--- config.mk ---
export PLATFORM = sky130hd
export DESIGN_NAME = memory_arbiter
export DESIGN_NICKNAME = d
export VERILOG_FILES = /design/src/rtl/memory_arbiter.sv
export SDC_FILE = /design/constraint.sdc
export NUM_CORES = 1
export LEC_CHECK = 0
export ABC_AREA = 0
export CORE_MARGIN = 2
export CORE_UTILIZATION = 30
export DETAILED_ROUTE_END_ITERATION = 10
export PLACE_DENSITY = 0.72
export SETUP_SLACK_MARGIN = 0.4
export SYNTH_ARGS = -nofsm -noshare
export SYNTH_HDL_FRONTEND = slang
export SYNTH_SLANG_ARGS = --single-unit
--- constraint.sdc ---
create_clock -name clk -period 8.1 [get_ports clk]
set_clock_uncertainty 0.2 [all_clocks]
set_input_delay 2.025 -clock clk [delete_from_list [all_inputs] [get_ports clk]]
set_output_delay 2.025 -clock clk [all_outputs]
set_load 0.01 [all_outputs]
--- src/rtl/memory_arbiter.sv ---
// Single-port RAM arbiter for icache fill, dcache miss and dcache write queue; one access in flight,
// completion (wait low) one or more cycles after grant. Optional icache anti-starvation: MEMARB_ANTISTARVE_EN.
module memory_arbiter #(
  parameter int ADDR_W       = 32,
  parameter int DATA_W       = 32,
  parameter int STARVE_LIMIT = 8
) (
  input  logic              clk,
  input  logic              n_rst,
  input  logic              iREN,
  input  logic [ADDR_W-1:0] iaddr,
  output logic              iwait,
  output logic [DATA_W-1:0] iload,
  input  logic              dmissREN,
  input  logic [ADDR_W-1:0] dmissaddr,
  output logic              dmisswait,
  output logic [DATA_W-1:0] dload,
  input  logic              dqueueWEN,
  input  logic [ADDR_W-1:0] wdaddr,
  input  logic [DATA_W-1:0] dstore,
  output logic              dwait,
  output logic              ramREN,
  output logic              ramWEN,
  output logic [ADDR_W-1:0] ramaddr,
  output logic [DATA_W-1:0] ramstore,
  input  logic [DATA_W-1:0] ramload,
  input  logic              ram_ready
);

  typedef enum logic [1:0] {IDLE, IREAD, DREAD, WRITE} state_t;

  state_t state, state_n;
  logic   i_done, d_done, w_done;
  logic   starve_prio;

  // Completion is suppressed while reset is asserted so an aborted access never pulses a wait.
  assign i_done = (state == IREAD) && ram_ready && !n_rst;
  assign d_done = (state == DREAD) && ram_ready && !n_rst;
  assign w_done = (state == WRITE) && ram_ready && !n_rst;

  assign iwait     = !i_done;
  assign dmisswait = !d_done;
  assign dwait     = !w_done;
  assign iload     = i_done ? ramload : '0;
  assign dload     = d_done ? ramload : '0;

`ifdef MEMARB_ANTISTARVE_EN
  localparam int CNT_W = $clog2(STARVE_LIMIT + 1);
  logic [CNT_W-1:0] starve_cnt;

  always_ff @(posedge clk) begin
    if (n_rst) begin
      starve_cnt <= '0;
    end else if (!iREN || i_done) begin
      starve_cnt <= '0;
    end else if (starve_cnt != CNT_W'(STARVE_LIMIT)) begin
      starve_cnt <= starve_cnt + 1'b1;
    end
  end

  assign starve_prio = (starve_cnt == CNT_W'(STARVE_LIMIT));
`else
  // No promotion in this build; the comparison is constant false but keeps STARVE_LIMIT referenced.
  assign starve_prio = (STARVE_LIMIT < 0);
`endif

  always_comb begin
    state_n = state;
    case (state)
      IDLE: begin
        if (dmissREN)                  state_n = DREAD;
        else if (starve_prio && iREN)  state_n = IREAD;
        else if (dqueueWEN)            state_n = WRITE;
        else if (iREN)                 state_n = IREAD;
      end
      default: begin
        if (ram_ready) state_n = IDLE;
      end
    endcase
  end

  always_ff @(posedge clk) begin
    if (n_rst) begin
      state    <= IDLE;
      ramREN   <= 1'b0;
      ramWEN   <= 1'b0;
      ramaddr  <= '0;
      ramstore <= '0;
    end else begin
      state <= state_n;
      if (state == IDLE) begin
        ramREN <= (state_n == IREAD) || (state_n == DREAD);
        ramWEN <= (state_n == WRITE);
        case (state_n)
          IREAD: ramaddr <= iaddr;
          DREAD: ramaddr <= dmissaddr;
          WRITE: begin
            ramaddr  <= wdaddr;
            ramstore <= dstore;
          end
          default: ;
        endcase
      end else if (ram_ready) begin
        ramREN <= 1'b0;
        ramWEN <= 1'b0;
      end
    end
  end

endmodule

# Word-level counts from Yosys, hierarchy flattened
# Index checks and enable logic that the tools add are counted.
dict set report word_totals {
  register_bits 68
  out_inout_bits 133
}
dict set report op_classes {
  eq_ne 6
  reduce_logical 16
  n_mux 11
}
# operator count
set ops {}
lappend ops {{32-bit one-hot mux with 3 select lines} 1}
lappend ops {{32-bit 2-to-1 mux} 2}
lappend ops {{2-bit 2-to-1 mux} 5}
lappend ops {{2-bit equality test (second input constant)} 4}
lappend ops {{1-bit logical AND} 6}
lappend ops {{2-bit by 1-bit equality test with 1-bit output (second input constant)} 2}
lappend ops {{1-bit logical NOT} 4}
lappend ops {{2-bit AND reduction} 2}
lappend ops {{1-bit 2-to-1 mux} 3}
lappend ops {{3-bit nonzero test} 1}
lappend ops {{2-bit logical NOT} 1}
lappend ops {{2-bit nonzero test} 1}
lappend ops {{1-bit logical OR} 1}

# Longest topological paths before layout
# Gate-level depths: netlist of run 1.
dict set report logic_depth {
  ltp_word 7
  ltp_mapped 10
  depth_no_buf 7
}

# Worst setup path after synthesis of run 1
# OpenSTA, ideal clock, no wires.
dict set report synth_timing {
  path_type {input port to output port}
  from {input ram_ready}
  to {output iload[22]}
  arrival_time_ns 2.836
  required_time_ns 5.875
  slack_ns 3.039
  path_stages 4
  path_cell_list {inv_1 -> nor4_2 -> clkbuf_1 -> and2_1}
}
dict set report synth_via {
  elab_chain_len 3
}
# item line_no
set synth_rtl {}
lappend synth_rtl {{from (decl)} 27} ;# input logic ram_ready
lappend synth_rtl {{1-bit logical AND (2 in series)} 37} ;# assign i_done = (state == IREAD) && ram_ready && !n_rst;
lappend synth_rtl {{32-bit 2-to-1 mux} 44} ;# assign iload = i_done ? ramload : '0;
lappend synth_rtl {{to (decl)} 13} ;# output logic [DATA_W-1:0] iload,
# No other way between the ends.

# Final worst setup path of run 1
# Ends and elaborated chain as after synthesis.

==> qor.txt, run 1 <==
vias in the first global route: 4651
GRT Util Overall: 0.207
Initial DRC Count: 226
R2R Setup Slk: 4.68 ns
Area growth syn-to-layout: 80.5%
Die X: 121 µm
Syn Nets: 635
Crit path arrival time: 4.42 ns
top_reg_cell synth: dfxtp_1
CTS tree: built
Setup crit end: iload[22]
slowest CP cell: nor4_4
vias per cell: 4.95
share of cells above drive strength 1: 0.133
NetSw: 0.360 mW
fin crit period: 6.64 ns
first-pass GRT wire length: 24000 µm
Sw Ratio: 0.294
CP Launch Point: ram_ready
crit path max fanout: 33
maximum clock rate: 0.151 GHz
Yosys warning count: 0
P_int: 0.864 mW
post-CTS sizing: 0
Worst R2R Path Depth: 6
area of placed instances: 7050 µm²
drt first pass iters: 4
via count: 4525
Avg Inst Size Synth: 8.75 µm²
Final WS setup: 1.46 ns
number of setup buffers added after CTS: 0
R2R Path End: ramaddr[9]
Place WS: 1.47 ns
HP Start: ramstore[8]
max-slew violation count: 0
die footprint: 14600 µm²
clk sinks: 68
Starting Density: 0.307
CP Capture Type: output port
post-route insts no fill: 914
Ports: 299
Reg power frac: 0.319
VDD IR-drop max: 0.0000904 V
Skew-Pair Late Insertion Delay: 0.33 ns
final hold violation count: 0
Leakage: 2.54 nW
Synth Cell Area: 4090 µm²
unrepaired setup endpoints after global routing: no
Startpoint Class: input port
Max Cap Violations: 0
Synth async-reset ratio: 0
row cnt: 42
routability cong.: 0.810
outcome: finished, final reports clean
headroom to the max-slew limit: 0.175
DR DRC count: 0
Die Ht: 121 µm
Overflow after GRT: 0
Distinct cells, synth: 31
Antenna Nets Post-Route: 0
drt total wl: 15700 µm
Design Power: 1.22 mW
Fin Setup TNS: 0 ns
post-synthesis sequential area ratio: 0.333
Synth Register Bits: 68
core footprint: 13300 µm²
pwr/cell area: 166 nW/µm²
final setup violation count: 0
I/O Buffers: 298
cell mode on critical path: clkdlybuf4s50_1
fin area: 7380 µm²
EDFF count, synth: 0
Core Util, Final: 0.555
Hold Crit Class: flop to flop
Routed wire per std cell: 17.1 µm
n_diodes: 0
H-tree depth: 3
worst hold slack: 0.253 ns
fin nets: 901
clk root buf: clkbuf_16
detailed placer's ending HPWL: 11700 µm
initial antenna violation count: 0
Tcrit/Tclk final: 0.820
Comb pwr share: 0.334
Clock Power Share: 0.346
worst-path cell chain: clkdlybuf4s50_1 > inv_1 > nor4_4 > and2_1 > clkdlybuf4s50_1
largest net degree at the start of global routing: 65
RR Startpoint: state[1]
Mapped Cells: 467
CTS clk-pin slew, worst paths: 0.06 ns
Clock Path Buffers: 2
Crit path largest cell delay: 0.92 ns
hold-fix buffers at CTS: 0
placed cells: 898
type of the worst setup path: input port to output port
worst path required time: 5.88 ns
TritonCTS buffer count: 9
Worst Tran Pin Value: 1.24 ns
==> final cells by class <==
class                           instances  area [µm²]
Tap cell                              176         220
Timing Repair Buffer                  305        3030
Fill cell                            1160        5920
Clock buffer                            9         225
Clock inverter                          7        98.8
Inverter                                5        18.8
Sequential cell                        68        1360
Multi-Input combinational cell        344        2420
==> worst min path at each step <==
stage / to / slack (ns) / cells after the start
5_1_grt: ramstore[8] / 0.27 / 2
3_3_place_gp: ramstore[23] / 0.24 / 2
6_report: ramstore[8] / 0.25 / 2
3_5_place_dp: ramstore[8] / 0.25 / 2
4_1_cts: ramstore[8] / 0.26 / 2
2_1_floorplan: ramstore[0] / 0.28 / 2
==> cell usage in the layout, fill, tap and decap left out <==
cell and count:
a211oi_1 32, or2_4 1, or3_2 1, a2111oi_0 2, clkbuf_16 9, o32a_1 1
clkdlybuf4s50_1 297, and2_1 64, nor4_4 1, bufinv_16 2, a31oi_1 1, inv_6 1
nor4_1 29, mux2_2 33, nor3_1 1, nand3_1 1, buf_2 1, nor4_2 3
or2_2 2, nand2_1 64, and3b_1 1, ha_1 1, o21bai_1 1, nand3b_1 1
clkinvlp_4 1, a21oi_1 33, or4b_1 1, clkinv_4 2, dfxtp_1 68, ha_2 1
nor2_1 37, nor4b_4 1, inv_1 5, buf_4 7, nor3_4 1, a2111oi_2 30
clkinv_2 1
==> cell families (layout without fill, tap and decap cells) <==
logic type,after synthesis,after routing,synth area share
AOI/OAI and AO/OA,100,100,0.220
adders and majority gates,2,2,0.00612
muxes,33,33,0.0909
buffers and inverters,55,326,0.0796
DFF,68,68,0.333
and+or+nand+nor,209,209,0.271
==> synth_stat cells (all sizes together), types with 2 or more instances <==
cell     number  area [µm²]
a2111oi      32         468
a211oi       32         240
a21oi        33         165
and2         64         400
buf          27         219
clkbuf       23        87.6
dfxtp        68        1360
ha            2        25.0
inv           5        18.8
mux2         33         372
nand2        64         240
nor2         37         139
nor3          2        21.3
nor4         33         231
or2           3        21.3
==> per-layer routing <==
metal  vias up  share of wire  wire [µm]  global-route usage
met3        18          0.081       1260              0.0627
met5         -              0          0                   0
met4         0          0.015        232              0.0603
met1      2097           0.38       6030               0.221
met2       198           0.52       8130               0.388
li1       2212              -          -                   -
==> power by group through the flow <==
stage / Clock [mW] / Combinational (mW) / Sequential (mW)
2_1_floorplan: 0 / 0.209 / 0.411
3_3_place_gp: 0 / 0.404 / 0.396
3_5_place_dp: 0 / 0.411 / 0.398
4_1_cts: 0.435 / 0.414 / 0.391
5_1_grt: 0.453 / 0.440 / 0.395
6_report: 0.424 / 0.409 / 0.391
==> sequential cells by signal, indices dropped and copies added (netlist names) <==
signal / flops
ramWEN: 1
ramREN: 1
ramstore: 32
ramaddr: 32
state: 2
==> critical path: cells and delay by family <==
kind | cells | cell delay [ns]
buffers and inverters | 3 | 1.21
AND/OR/NAND/NOR | 2 | 1.18
Note: power is estimated with default switching activity, not from simulation.
==> run 2, diff against run 1 <==
--- a/config.mk
+++ b/config.mk
@@ -9,7 +9,7 @@
 export CORE_MARGIN = 2
 export CORE_UTILIZATION = 30
 export DETAILED_ROUTE_END_ITERATION = 10
-export PLACE_DENSITY = 0.72
+export PLACE_DENSITY = 0.75
 export SETUP_SLACK_MARGIN = 0.4
 export SYNTH_ARGS = -nofsm -noshare
 export SYNTH_HDL_FRONTEND = slang
==> constraint.sdc (replaced) <==
create_clock -name clk -period 5.6 [get_ports clk]
set_clock_uncertainty 0.2 [all_clocks]
set_input_delay 1.4 -clock clk [delete_from_list [all_inputs] [get_ports clk]]
set_output_delay 1.4 -clock clk [all_outputs]
set_load 0.01 [all_outputs]
==> run 2 against run 1 <==
  * Clock-buffer cell count did not move
  * Largest cell class unchanged
  * Global-route usage rose by 0.33 points
  * Setup slack got worse by 0.80 ns
  * Worst hold slack improved by 0.0053 ns
  * Utilization fell by 0.12 points
  * Critical path depth rose by 1
  * Combinational power rose by 45%
  * Die area did not move
  * First-iteration DRC count fell by 1.3%
  * Non-clock buffer count rose by 1
  * Final cell count rose by 0.11%
  * Sequential cell count did not move
==> qor.txt, run 2 (synthesis gave the netlist of run 1 again) <==
post-CTS sizing: 0 (unchanged)
die footprint: 14600 µm² (unchanged)
type of the worst setup path: input port to output port
final hold violation count: 0 (unchanged)
CP Capture Type: output port
detailed placer's ending HPWL: 11600 µm (-0.90%)
number of setup buffers added after CTS: 0 (unchanged)
CTS clk-pin slew, worst paths: 0.06 ns (about the same)
R2R Setup Slk: 2.41 ns (-2.27 ns)
Fin Setup TNS: 0 ns (unchanged)
Initial DRC Count: 223 (-1.3%)
HP Start: ramstore[13]
drt first pass iters: 4 (unchanged)
worst path required time: 4.00 ns (-1.88 ns)
Core Util, Final: 0.554 (-0.00122)
initial antenna violation count: 0 (unchanged)
Routed wire per std cell: 17.4 µm (+1.6%)
Worst R2R Path Depth: 7 (+1)
clk root buf: clkbuf_16
Starting Density: 0.307 (unchanged)
Tcrit/Tclk final: 0.883
Final WS setup: 0.654 ns (-0.802 ns)
drt total wl: 15900 µm (+1.7%)
Overflow after GRT: 0 (unchanged)
routability cong.: 0.835 (+3.1%)
vias per cell: 5.04 (+1.7%)
hold-fix buffers at CTS: 0 (unchanged)
Max Cap Violations: 0 (unchanged)
H-tree depth: 3 (unchanged)
commonest non-fill, non-tap cells in the layout: 297 x clkdlybuf4s50_1, 68 x dfxtp_1, 64 x and2_1, 64 x nand2_1, 37 x nor2_1
fin nets: 902 (+0.11%)
final setup violation count: 0 (unchanged)
n_diodes: 0 (unchanged)
via count: 4608 (+1.8%)
pwr/cell area: 234 nW/µm² (+41%)
Clock Path Buffers: 2 (unchanged)
Die Ht: 121 µm (unchanged)
I/O Buffers: 298 (unchanged)
TritonCTS buffer count: 9 (unchanged)
R2R Path End: ramaddr[10]
vias in the first global route: 4787 (+2.9%)
crit path max fanout: 33 (unchanged)
Skew-Pair Late Insertion Delay: 0.32 ns (about the same)
fin crit period: 4.95 ns
Worst Tran Pin Value: 1.10 ns (-0.141 ns)
Leakage: 2.52 nW (-0.52%)
Hold Crit Class: flop to flop
Hold Path End: ramstore[13]
Place WS: 0.679 ns (-0.792 ns)
GRT Util Overall: 0.210 (+0.00329)
Antenna Nets Post-Route: 0 (unchanged)
Area growth syn-to-layout: 80.1%
RR Startpoint: state[1]
Crit path arrival time: 3.35 ns (-1.07 ns)
clk sinks: 68 (unchanged)
WHS Path Cells: 2 (unchanged)
Startpoint Class: input port
maximum clock rate: 0.202 GHz
core footprint: 13300 µm² (unchanged)
outcome: finished, final reports clean
VDD IR-drop max: 0.000128 V (+41%)
largest net degree at the start of global routing: 68 (+4.6%)
commonest non-fill, non-tap cell in the layout: clkdlybuf4s50_1
Ports: 299 (unchanged)
DR DRC count: 0 (unchanged)
Die X: 121 µm (unchanged)
row cnt: 42 (unchanged)
headroom to the max-slew limit: 0.269 (+0.0940)
Layout fillers: 1148 (-1.0%)
unrepaired setup endpoints after global routing: no
max-slew violation count: 0 (unchanged)
biggest registers after layout: ramaddr x32, ramstore x32, state x2
CTS tree: built
first-pass GRT wire length: 24400 µm (+1.7%)
share of cells above drive strength 1: 0.134 (+0.00117)
==> run 2: cell types whose count changed in the layout (fill, tap and decap cells not counted) <==
| cell | previous run | this run |
|---|---|---|
| clkinvlp_4 | 1 | 3 |
| buf_4 | 7 | 8 |
| bufinv_16 | 2 | 1 |
| clkinv_4 | 2 | 1 |
==> run 2: worst max-delay path by stage <==
stage	from	to	slack, ns	depth (start not counted)
5_1_grt	ram_ready	iload[21]	0.52	6
2_1_floorplan	ram_ready	iload[22]	1.79	4
4_1_cts	ram_ready	iload[21]	0.67	6
3_5_place_dp	ram_ready	iload[21]	0.68	6
6_report	ram_ready	iload[21]	0.65	6
3_3_place_gp	ram_ready	iload[15]	0.81	6
==> run 2: final cells by class <==
class,count,area [µm²],area share
clock inverter,7,75.1,0.0102
multi-input combinational,344,2420,0.329
tap,176,220,0.0299
clock buffer,9,225,0.0306
sequential,68,1360,0.185
timing repair buffer,306,3040,0.413
inverter,5,18.8,0.00255
==> run 2: per-layer routing <==
layer	part of all wire	global-route usage	wire, µm
met5	0	0	0
met4	0.026	0.0763	408
met3	0.079	0.0623	1260
met2	0.50	0.378	8030
met1	0.39	0.233	6230
==> run 2: critical path, cell delays in order <==
cell and delay [ns]:
clkdlybuf4s50_1 0.56, inv_1 0.13, nor4_4 0.22, buf_4 0.30, and2_1 0.18, clkdlybuf4s50_1 0.54
==> run 2: power breakdown <==
part	total (mW)	switching, mW	internal, mW
clock	0.566	0.220	0.346
sequential	0.566	0.0303	0.536
combinational	0.593	0.270	0.323
==> run 2: metrics by stage <==
stage,total power [mW],hold WS (ns),cells,area [µm²]
floorplan,0.896,0.281,467,4090
global placement,1.16,0.242,899,7060
detailed placement,1.17,0.248,899,7060
CTS,1.75,0.258,915,7360
global route,1.81,0.267,915,7360
finish,1.73,0.258,915,7360
==> run 3, diff against run 2 <==
--- a/config.mk
+++ b/config.mk
@@ -5,10 +5,10 @@
 export SDC_FILE = /design/constraint.sdc
 export NUM_CORES = 1
 export LEC_CHECK = 0
-export ABC_AREA = 0
 export CORE_MARGIN = 2
 export CORE_UTILIZATION = 30
 export DETAILED_ROUTE_END_ITERATION = 10
+export HOLD_SLACK_MARGIN = 0.15
 export PLACE_DENSITY = 0.75
 export SETUP_SLACK_MARGIN = 0.4
 export SYNTH_ARGS = -nofsm -noshare
==> results of run 3 <==
Same layout as run 2: the final DEF is identical, and so are final timing and power.
